`config.mk`:
```
export PLATFORM = sky130hd
export DESIGN_NAME = dmem_arbiter
export DESIGN_NICKNAME = d
export VERILOG_FILES = /design/src/rtl/dmem_arbiter.sv
export SDC_FILE = /design/constraint.sdc
export NUM_CORES = 1
export LEC_CHECK = 0
export BUFFER_PORTS_ARGS = -buffer_cell sky130_fd_sc_hd__buf_2
export CORE_AREA = 4 4 224 226
export DETAILED_ROUTE_END_ITERATION = 7
export DIE_AREA = 0 0 228 230
export HOLD_SLACK_MARGIN = 0.12
export MAX_ROUTING_LAYER = met4
export PLACE_DENSITY = 0.32
export SLEW_MARGIN = 10
export SYNTH_ARGS = -nofsm -noshare
export SYNTH_HDL_FRONTEND = slang
export SYNTH_SLANG_ARGS = --single-unit
```
`constraint.sdc`:
```
create_clock -name clk -period 1.6 [get_ports clk]
set_clock_uncertainty 0.1 [all_clocks]
set_input_delay 0.32 -clock clk [delete_from_list [all_inputs] [get_ports clk]]
set_output_delay 0.32 -clock clk [all_outputs]
set_load 0.1 [all_outputs]
```
`src/rtl/dmem_arbiter.sv`:
```
// dmem_arbiter: shares the data memory between the CPU MEM stage and a debug/loader port
module dmem_arbiter #(
  parameter int ADDR_W = 64,
  parameter int DATA_W = 64,
  parameter int MAX_CPU_BURST = 4
) (
  input  logic              clk,
  input  logic              reset,
  input  logic [ADDR_W-1:0] cpu_addr,
  input  logic [DATA_W-1:0] cpu_wdata,
  input  logic              cpu_mem_read,
  input  logic              cpu_mem_write,
  output logic [DATA_W-1:0] cpu_rdata,
  output logic              cpu_stall,
  input  logic              dbg_req,
  input  logic              dbg_we,
  input  logic [ADDR_W-1:0] dbg_addr,
  input  logic [DATA_W-1:0] dbg_wdata,
  output logic              dbg_ack,
  output logic [DATA_W-1:0] dbg_rdata,
  output logic [ADDR_W-1:0] mem_addr,
  output logic [DATA_W-1:0] mem_wdata,
  output logic              mem_read,
  output logic              mem_write,
  input  logic [DATA_W-1:0] mem_rdata,
  output logic              grant_dbg
);
  typedef enum logic [1:0] {CPU, DBG, ACK} state_t;
  state_t state;
  logic [3:0] streak, streak_nxt;
  logic cpu_use, dbg, go;
  assign cpu_use = cpu_mem_read | cpu_mem_write;
  assign dbg = state == DBG;
  always_comb begin
    streak_nxt = !dbg_req ? 4'd0 : (cpu_use && streak != 4'hf) ? streak + 4'd1 : streak;
    // ACK hands memory back to the CPU, so it arbitrates exactly like CPU
    go = !dbg && dbg_req && (!cpu_use || streak_nxt >= 4'(MAX_CPU_BURST));
  end
  always_ff @(posedge clk) begin
    if (reset) begin
      state <= CPU;
      streak <= '0;
      dbg_rdata <= '0;
    end else begin
      state <= go ? DBG : dbg ? ACK : CPU;
      streak <= (!dbg && !go) ? streak_nxt : 4'd0;
      dbg_rdata <= (dbg && !dbg_we) ? mem_rdata : dbg_rdata;
    end
  end
  assign mem_addr = dbg ? dbg_addr : cpu_addr;
  assign mem_wdata = dbg ? dbg_wdata : cpu_wdata;
  assign mem_write = !reset && (dbg ? dbg_we : cpu_mem_write);
  assign mem_read = !reset && (dbg ? !dbg_we : cpu_mem_read && !cpu_mem_write);
  assign cpu_rdata = dbg ? '0 : mem_rdata;
  assign cpu_stall = dbg && cpu_use;
  assign grant_dbg = dbg;
  assign dbg_ack = state == ACK;
endmodule
```
# ---- Word-level counts from Yosys, hierarchy flattened
# Index checks and enable logic that the tools add are counted.
dict set report op_classes {
  addsub 1
  magnitude_cmp 1
  n_eq_ne 3
  n_mux 9
  n_bitwise 2
  n_reduce_logical 18
}
# operator count
set ops {}
lappend ops {{$mux W64} 3}
lappend ops {{$logic_and A1 B1 Y1} 9}
lappend ops {{$mux W4} 2}
lappend ops {{$logic_not A1 Y1} 6}
lappend ops {{$add A4 B1 Y4 const B} 1}
lappend ops {{$ge A4 B3 Y1 const B} 1}
lappend ops {{$ne A4 B4 Y1 const B} 1}
lappend ops {{$reduce_or A2 Y1} 2}
lappend ops {{$mux W1} 3}
lappend ops {{$eq A2 B1 Y1 const B} 1}
lappend ops {{$eq A2 B2 Y1 const B} 1}
lappend ops {{$mux W2} 1}
lappend ops {{$logic_or A1 B1 Y1} 1}
lappend ops {{$not A1 Y1} 1}
lappend ops {{$or A1 B1 Y1} 1}
dict set report word_totals {
  ff_bits 70
  in_bits 326
  output_inout_bits 261
  word_cells 38
}

# ---- Longest topological paths before layout
# Gate-level depths: netlist (run 1).
dict set report logic_depth {
  depth_word 11
  mapped_depth 7
  depth_no_buf 4
}

# ---- Worst setup path before layout (run 1)
# OpenSTA, ideal clock, no wires.
dict set report synth_timing {
  kind {register to output}
  startpoint {reg state[0]}
  endpoint {out mem_read}
  arrival_ps 2351
  path_slack_ps -1171
  stages_incl_launch_ff 4
  path_buffers 1
  cell_sequence {dfxtp_1 > or3b_1 > buf_2 > a21oi_1}
}
dict set report synth_via {
  elab_chain_len 3
}
# item line_no
set synth_lines {}
lappend synth_lines {{start, declared} 29} ;# state_t state;
lappend synth_lines {{start signal, assigned} 45} ;# state <= go ? DBG : dbg ? ACK : CPU;
lappend synth_lines {{$eq A2 B1 Y1} 33} ;# assign dbg = state == DBG;
lappend synth_lines {{$mux W1} 53} ;# assign mem_read = !reset && (dbg ? !dbg_we : cpu_mem_read && !cpu_mem_write);
lappend synth_lines {{$logic_and A1 B1 Y1} 53}
lappend synth_lines {{end, declared} 23} ;# output logic mem_read,
# No other way between the ends.

# ---- Worst setup path after layout (run 1)
dict set report layout_timing {
  startpoint {reg state[1]}
  endpoint {out mem_wdata[17]}
}
dict set report layout_via {
  elab_chain_len 2
}
# item line_no
set layout_lines {}
lappend layout_lines {{$eq A2 B1 Y1} 33}
lappend layout_lines {{$mux W64} 51} ;# assign mem_wdata = dbg ? dbg_wdata : cpu_wdata;
lappend layout_lines {{end, declared} 22} ;# output logic [DATA_W-1:0] mem_wdata,
# No other way between the ends.

==> run summary, run 1 <==
power density cells: 789 nW/µm²
violations in the final reports: negative setup slack
FMAX: 475 MHz
Synth Instances: 796
vias in the first global route: 8159
final setup margin: -507 ps
Antenna Nets Post-Route: 0
GP Congestion: 0.871
IO Count: 587
Core Footprint: 48300 µm²
Area Overhead vs Synth: 236%
top post-synthesis cells by area: nand2_1 42%, dfxtp_1 31%, and2_1 8.8%, a21oi_1 7.3%, buf_2 3.3%
worst slew pin tran: 521 ps
HP Class: in -> reg
number of synthesized flops with an enable pin: 0
commonest non-fill, non-tap cell in the layout: buf_2
Yosys top cell by area: nand2_1
Min Clock Period, post-route: 2110 ps
PortBufs: 586
area of the multi-input gates: 5720 µm²
leakage: 6.89 nW
Final period util: 132%
initial drt markers: 186
initial antenna violation count: 23
R2R depth: 4
CP max FO: 5
Crit. End Element: output port
CTS Buf Count: 9
Initial Util: 9.42%
Yosys cell types: 26
hpwl dp: 33.8 mm
die height: 230 µm
Hold EP: dbg_rdata[17]
fraction of registers with async set/reset: 0%
CTS sink count: 70
slowest stage cell, crit path: dfxtp_2
r2r endpoint: streak[1]
largest net degree at the start of global routing: 65
vias per cell: 3.69
chip width: 228 µm
die area: 52400 µm²
wire per inst: 19.5 µm
Post-Route WL: 40.3 mm
CP Launch Type: register
fin nets: 1745
RSZ-0062 raised after global routing: yes
Max clock buf depth: 2
htree depth: 3
gr usage total: 15.3%
worst path cell trace: nand2b_4, buf_12, buf_12, clkbuf_16, nand2_2, nand2_8, buf_12
clock latency on the worst-skew pair: 340 ps
Setup CP Type: reg -> out
WP data arrival: 1690 ps
Primary FF master, synth: dfxtp_1
buffers plus inverters on the worst setup path: 4
Critical Path RT: 1180 ps
Place WS: -213 ps
R2R Setup Slk: 40 ps
hold path cells: 3
post-synthesis sequential area ratio: 30.8%
hold path startpoint: mem_rdata[17]
Post-route DRC: 0
DR vias: 7632
largest stage delay on the critical path: 320 ps
reg-to-reg startpoint: streak[0]
Slew Limit Headroom: 65.5%
CTS tree: yes
Yosys warnings: 0
Root Driver: clkbuf_16
fillers: 5114
max-cap violation count: 0
area of the mapped netlist: 4550 µm²
critical path's top delay family: buffers and inverters
Clk pin slew, worst setup/hold paths: 60 ps
final hold vios: 0
Max VDD drop: 0.585 mV
Reg area: 1400 µm²
commonest non-fill, non-tap cells in the layout: 388 x buf_2, 217 x buf_12, 212 x nand2_1
layout cells sized above 1: 72.2%
Yosys top cell area share: 42.4%
first-pass GRT wire length: 58.1 mm
dpl cells: 1982
drt pass-1 iters: 4
final setup fails: 196
#FFs+latches synth: 70
status: complete, but fails checks
CP most frequent cell: buf_12
Final Max Tran Viols: 0
average size of a mapped cell: 5.72 µm²
non-filler cells, final: 2067
Congestion Overflow GR: 0
Rows: 81
-- Yosys cell counts, drive strengths merged, types with 2 or more instances --
library cell and number:
nand2 514, dfxtp 70, a21oi 66, and2 64, buf 43, clkbuf 14
nor2 3, a211oi 2, nand3b 2, nor2b 2, o21ai 2, or3b 2
-- area by class of cell --
cell class	count	share of cell area [%]
repair buffers	667	45.8
clock buffers	10	1.56
inverters	1	0.106
clock inverters	6	0.555
flip-flops and latches	70	9.16
multi-input cells	669	37.3
diodes	22	0.359
well taps	622	5.08
-- stage by stage --
stage / TNS, ps / total power [mW] / instance area (µm²) / hold WS (ps) / util [%]
after detailed placement: -31950 / 9.56 / 13500 / 344 / 28.0
after global routing: -101460 / 12.5 / 15300 / 131 / 31.7
final: -83730 / 12.1 / 15300 / 134 / 31.7
after floorplan: -13770 / 6.74 / 6790 / 356 / -
after CTS: -96020 / 12.2 / 14800 / 120 / 30.6
after global placement: -27380 / 9.55 / 13500 / 340 / 28.0
-- per-layer routing --
metal  track usage, %  up-vias  part of all wire [%]
met2             27.5      334                    53
met5                -        -                     0
li1                 -     3716                     -
met1             15.3     3547                    36
met3             5.88       35                   8.7
met4             5.32        0                   2.5
-- how the worst max path moves through the flow --
stage                     cells past startpoint  startpoint             to
after floorplan                               3    state[0]       mem_read
after global placement                        6    state[1]   mem_addr[17]
after detailed placement                      6    state[1]   mem_addr[23]
after CTS                                     7    state[1]   mem_addr[23]
after global routing                          7    state[1]  mem_wdata[17]
final                                         7    state[1]  mem_wdata[17]
-- worst min-delay path, cell delays in order --
cell and delay (ps):
buf_2 110, nand2_1 50, a21oi_1 50
-- state kept, by name, summed over array words and instances (netlist names) --
name	flops
streak	4
state	2
dbg_rdata	64
-- logic make-up (layout without fill, tap and decap cells) --
family,count (synthesis),count (layout),synth area share (%)
simple gates,592,592,53.1
buf+inv,58,684,7.17
compound gates,73,73,8.41
other cells,1,24,0.0823
xor+xnor,1,1,0.192
fa+ha+maj,1,1,0.275
flops,70,70,30.8
-- power breakdown --
| part | internal (mW) | switching, mW | total, mW | leakage [nW] |
|---|---|---|---|---|
| logic | 2.84 | 5.21 | 8.05 | 6.16 |
| clock network | 1.40 | 0.819 | 2.22 | 0.155 |
| registers | 1.79 | 0.0279 | 1.82 | 0.568 |
| total | 6.03 | 6.06 | 12.1 | 6.89 |
-- timing repair --
action | CTS | global route
endpoints found under the setup margin | 263 | 201
resized for setup | 120 | 121
hold buffers | 33 | 0
buffers inserted | 8 | 1
pin swaps | 3 | 12
cloned | 5 | 2
endpoints found under the hold margin | 33 | 0
(Power assumes the default switching activity.)
==> inputs of run 2 (changes only) <==
==> constraint.sdc (replaced) <==
create_clock -name clk -period 1.6 [get_ports clk]
set_clock_uncertainty 0.1 [all_clocks]
set_input_delay 0.16 -clock clk [delete_from_list [all_inputs] [get_ports clk]]
set_output_delay 0.16 -clock clk [all_outputs]
set_load 0.1 [all_outputs]
==> run summary, run 2 (same netlist as run 1, synthesis figures left out) <==
status: complete, but fails checks (unchanged)
violations in the final reports: negative setup slack (unchanged)
max reg flops: 64 (unchanged)
fin nets: 1796 (was 1745)
die area: 52400 µm² (unchanged)
wire per inst: 20.2 µm (was 19.5 µm)
HP Class: in -> reg (unchanged)
Critical Path RT: 1340 ps (was 1180 ps)
commonest non-fill, non-tap cell in the layout: buf_2 (unchanged)
IO Count: 587 (unchanged)
gr usage total: 15.7% (was 15.3%)
FMAX: 519 MHz (was 475 MHz)
initial drt markers: 206 (was 186)
layout cells sized above 1: 62.6% (was 72.2%)
dpl cells: 1988 (was 1982)
final setup margin: -328 ps (was -507 ps)
Post-route DRC: 0 (unchanged)
final setup fails: 198 (was 196)
CP max FO: 9 (was 5)
non-filler cells, final: 2102 (was 2067)
Setup CP Type: reg -> out (unchanged)
first-pass GRT wire length: 58.9 mm (was 58.1 mm)
CTS Buf Count: 9 (unchanged)
clock latency on the worst-skew pair: 340 ps (about the same)
Min Clock Period, post-route: 1930 ps (was 2110 ps)
DR vias: 7670 (was 7632)
WP data arrival: 1670 ps (was 1690 ps)
htree depth: 3 (unchanged)
Layout Utilization: 29.4% (was 31.7%)
CTS tree: yes (unchanged)
Max clock buf depth: 2 (unchanged)
vias per cell: 3.65 (was 3.69)
Clk pin slew, worst setup/hold paths: 60 ps (about the same)
initial antenna violation count: 8 (was 23)
chip width: 228 µm (unchanged)
PortBufs: 586 (unchanged)
vias in the first global route: 8149 (was 8159)
power density cells: 827 nW/µm² (was 789 nW/µm²)
Place WS: -111 ps (was -213 ps)
Initial Util: 9.42% (unchanged)
Final Max Tran Viols: 0 (unchanged)
Congestion Overflow GR: 0 (unchanged)
Top Registers: dbg_rdata (64), streak (4), state (2) (unchanged)
commonest non-fill, non-tap cells in the layout: 389 x buf_2, 334 x nand2_1, 210 x buf_12 (was 388 x buf_2, 217 x buf_12, 212 x nand2_1)
CTS sink count: 70 (unchanged)
hold_ws: 122 ps (was 134 ps)
largest reg by FF count: dbg_rdata (unchanged)
leakage: 6.77 nW (was 6.89 nW)
Root Driver: clkbuf_16 (unchanged)
die height: 230 µm (unchanged)
RSZ-0062 raised after global routing: yes (unchanged)
hpwl dp: 34.4 mm (was 33.8 mm)
CP Launch Type: register (unchanged)
drt pass-1 iters: 4 (unchanged)
Crit. End Element: output port (unchanged)
Area Overhead vs Synth: 212% (was 236%)
Max VDD drop: 0.512 mV (was 0.585 mV)
Rows: 81 (unchanged)
final hold vios: 0 (unchanged)
Slew Limit Headroom: 63.1% (was 65.5%)
largest net degree at the start of global routing: 56 (was 65)
worst slew pin tran: 557 ps (was 521 ps)
Antenna Nets Post-Route: 0 (unchanged)
Final period util: 120% (was 132%)
Core Footprint: 48300 µm² (unchanged)
Post-Route WL: 42.4 mm (was 40.3 mm)
max-cap violation count: 0 (unchanged)
GP Congestion: 0.904 (was 0.871)
[run 2: changes by cell type in the layout (fill, tap and decap cells not counted), moves of 5 or more]
cell           change
nand2_8          -126
nand2_1          +122
nand2_4           +93
nand2_2           -89
dlygate4sd3_1     +33
buf_4             +17
diode_2           -16
and2_2             -8
and2_4             +8
buf_12             -7
buf_16             +5
[run 2: area by class of cell]
| cell class | instances | area [µm²] |
|---|---|---|
| Fill cell | 5157 | 34100 |
| Timing Repair Buffer | 718 | 7540 |
| Multi-Input combinational cell | 669 | 4150 |
| Sequential cell | 70 | 1400 |
| Tap cell | 622 | 778 |
| Clock buffer | 11 | 243 |
| Clock inverter | 5 | 81.3 |
| Antenna cell | 6 | 15.0 |
| Inverter | 1 | 11.3 |
[run 2: timing repair]
item | 4_1_cts | 5_1_grt
resized for setup | 102 | 13
setup buffers | 11 | 4
cloned | 8 | 3
hold buffers | 66 | 0
pin swaps | 27 | 2
setup endpoints to repair | 195 | 247
hold endpoints to repair | 68 | 0
[run 2: layer usage]
metal	wire, µm	vias up	part of all wire [%]	global-route usage [%]
met1	16500	3511	39	16.8
met4	684	0	1.6	3.08
met2	22500	338	53	28.9
met5	0	-	0	-
li1	-	3798	-	-
met3	2700	23	6.4	4.45
[run 2: worst paths after layout]
| path | start | end | slack [ps] | cells after the start |
|---|---|---|---|---|
| worst min register to register | dbg_rdata[21] | dbg_rdata[21] | 350 | 2 |
| worst min-delay path | reset | dbg_rdata[21] | 120 | 2 |
| worst max-delay path | state[1] | mem_addr[6] | -330 | 7 |
| worst max register to register | state[1] | dbg_rdata[26] | -10 | 7 |
[run 2: power breakdown]
part / leakage, nW / internal (mW) / switching, mW
combinational: 6.04 / 2.71 / 5.01
clock: 0.156 / 1.41 / 0.816
sequential: 0.568 / 1.79 / 0.0267
total: 6.77 / 5.91 / 5.86
[run 2: critical path, stage by stage (launching register included)]
cell      delay, ps
dfxtp_2         330
nand2b_4        190
buf_12          180
buf_12          110
buf_16          130
nand2_2          80
nand2_4         110
buf_12          180
[run 2: metrics by stage]
stage	power, mW	setup TNS (ps)	area (µm²)
after CTS	11.9	-61780	14000
after floorplan	6.28	-149	5620
after global routing	12.2	-75590	14200
final	11.8	-54940	14200
after global placement	9.23	-678	12400
after detailed placement	9.22	-401	12400
==> inputs of run 3 (changes only) <==
--- a/config.mk
+++ b/config.mk
@@ -12,6 +12,7 @@
 export HOLD_SLACK_MARGIN = 0.12
 export MAX_ROUTING_LAYER = met4
 export PLACE_DENSITY = 0.32
+export RECOVER_POWER = 25
 export SLEW_MARGIN = 10
 export SYNTH_ARGS = -nofsm -noshare
 export SYNTH_HDL_FRONTEND = slang
==> run summary, run 3 (same netlist as run 1, synthesis figures left out) <==
first-pass GRT wire length: 58.9 mm (unchanged)
Reg area: 1400 µm² (unchanged)
worst slew pin tran: 576 ps (was 557 ps)
Clk pwr share: 18.9% (about the same)
violations in the final reports: negative setup slack (unchanged)
largest reg by FF count: dbg_rdata (unchanged)
HP Class: in -> reg (unchanged)
R2R Setup Slk: -10 ps (about the same)
drt pass-1 iters: 4 (unchanged)
area of the multi-input gates: 4150 µm² (unchanged)
GP Congestion: 0.904 (unchanged)
slowest stage cell, crit path: dfxtp_2 (unchanged)
Initial Util: 9.42% (unchanged)
Congestion Overflow GR: 0 (unchanged)
Combinational Power Share: 65.6% (about the same)
DR WL met3: 2.70 mm (about the same)
IO Count: 587 (unchanged)
power density cells: 827 nW/µm² (about the same)
Max VDD drop: 0.512 mV (about the same)
max-cap violation count: 0 (unchanged)
final setup margin: -327 ps (was -328 ps)
fin nets: 1796 (unchanged)
WP data arrival: 1670 ps (about the same)
PortBufs: 586 (unchanged)
leakage: 6.75 nW (was 6.77 nW)
FMAX: 519 MHz (about the same)
vias per cell: 3.65 (about the same)
Setup CP Type: reg -> out (unchanged)
wire per inst: 20.1 µm (was 20.2 µm)
status: complete, but fails checks (unchanged)
dpl cells: 1988 (unchanged)
RSZ-0062 raised after global routing: yes (unchanged)
final setup fails: 200 (was 198)
sequential share of power: 15.5% (about the same)
Rows: 81 (unchanged)
Top Layer Used: met4 (unchanged)
Area Overhead vs Synth: 212% (unchanged)
Min Clock Period, post-route: 1930 ps (about the same)
Crit. End Element: output port (unchanged)
Layout Utilization: 29.4% (unchanged)
NetSw: 5.86 mW (about the same)
CP most frequent cell: buf_12 (unchanged)
Place WS: -111 ps (unchanged)
die height: 230 µm (unchanged)
die area: 52400 µm² (unchanged)
Root Driver: clkbuf_16 (unchanged)
htree depth: 3 (unchanged)
Post-route DRC: 0 (unchanged)
CTS tree: yes (unchanged)
Final Max Tran Viols: 0 (unchanged)
initial drt markers: 205 (was 206)
CP max FO: 9 (unchanged)
largest net degree at the start of global routing: 56 (unchanged)
DR vias: 7675 (was 7670)
switching part of the total power: 49.8% (about the same)
buffers plus inverters on the worst setup path: 4 (unchanged)
Core Footprint: 48300 µm² (unchanged)
CP Launch Type: register (unchanged)
final hold vios: 0 (unchanged)
largest stage delay on the critical path: 330 ps (about the same)
gr usage total: 15.7% (unchanged)
non-filler cells, final: 2102 (unchanged)
met1 wire length: 16.5 mm (about the same)
Max clock buf depth: 2 (unchanged)
hpwl dp: 34.4 mm (unchanged)
vias in the first global route: 8149 (unchanged)
commonest non-fill, non-tap cells in the layout: 371 x buf_2, 334 x nand2_1, 210 x buf_12 (was 389 x buf_2, 334 x nand2_1, 210 x buf_12)
critical path's top delay family: buffers and inverters (unchanged)
hold_ws: 121 ps (was 122 ps)
clock latency on the worst-skew pair: 340 ps (about the same)
Antenna Nets Post-Route: 0 (unchanged)
Clk pin slew, worst setup/hold paths: 60 ps (about the same)
fillers: 5157 (unchanged)
max reg flops: 64 (unchanged)
Final period util: 120% (about the same)
met2 WL: 22.5 mm (about the same)
Post-DP Area: 12400 µm² (unchanged)
Post-Route WL: 42.4 mm (about the same)
chip width: 228 µm (unchanged)
Slew Limit Headroom: 61.8% (was 63.1%)
Pint: 5.91 mW (about the same)
worst path cell trace: nand2b_4, buf_12, buf_12, buf_16, nand2_2, nand2_4, buf_12 (unchanged)
Top Registers: dbg_rdata (64), streak (4), state (2) (unchanged)
Critical Path RT: 1340 ps (about the same)
initial antenna violation count: 8 (unchanged)
Finished Cell Area: 14200 µm² (unchanged)
CTS sink count: 70 (unchanged)
commonest non-fill, non-tap cell in the layout: buf_2 (unchanged)
CTS Buf Count: 9 (unchanged)
layout cells sized above 1: 62.6% (unchanged)
[run 3: cell count changes in the layout (fill, tap and decap cells not counted), sizes merged]
| cell | before | now |
|---|---|---|
| buf | 648 | 630 |
| clkbuf | 14 | 32 |
[run 3: per-layer routing]
layer,vias up,global-route usage [%]
met5,-,-
met3,23,4.45
met2,335,28.9
li1,3798,-
met1,3519,16.8
met4,0,3.08
[run 3: stage by stage]
step / setup TNS, ps / power, mW
final: -54800 / 11.8
after global placement: -678 / 9.23
after floorplan: -149 / 6.28
after detailed placement: -401 / 9.22
after global routing: -75590 / 12.2
after CTS: -61780 / 11.9
[run 3: worst paths after layout]
check | to | depth (start not counted) | from
setup / recovery | mem_addr[6] | 7 | state[1]
hold / removal | dbg_rdata[21] | 2 | reset
setup reg to reg | dbg_rdata[26] | 7 | state[1]
hold reg to reg | dbg_rdata[21] | 2 | dbg_rdata[21]
[run 3: final cells by class]
| class | instances | share of cell area, % |
|---|---|---|
| clock buffer | 11 | 1.71 |
| sequential | 70 | 9.87 |
| multi-input combinational | 669 | 29.2 |
| clock inverter | 5 | 0.572 |
| inverter | 1 | 0.0792 |
| timing repair buffer | 718 | 53.0 |
| antenna | 6 | 0.106 |
| tap | 622 | 5.47 |
[run 3: power groups by stage]
stage,clock network (mW),registers [mW],logic (mW)
2_1_floorplan,0,2.17,4.11
3_3_place_gp,0,1.86,7.37
3_5_place_dp,0,1.86,7.36
4_1_cts,2.33,1.82,7.74
5_1_grt,2.40,1.83,7.96
6_report,2.23,1.82,7.72
[run 3: repair_timing]
action	4_1_cts	5_1_grt
gates resized for setup	102	13
pin swaps	27	2
setup buffers	11	4
endpoints found under the hold margin	68	0
cloned	8	3
hold buffers	66	0
endpoints found under the setup margin	195	247
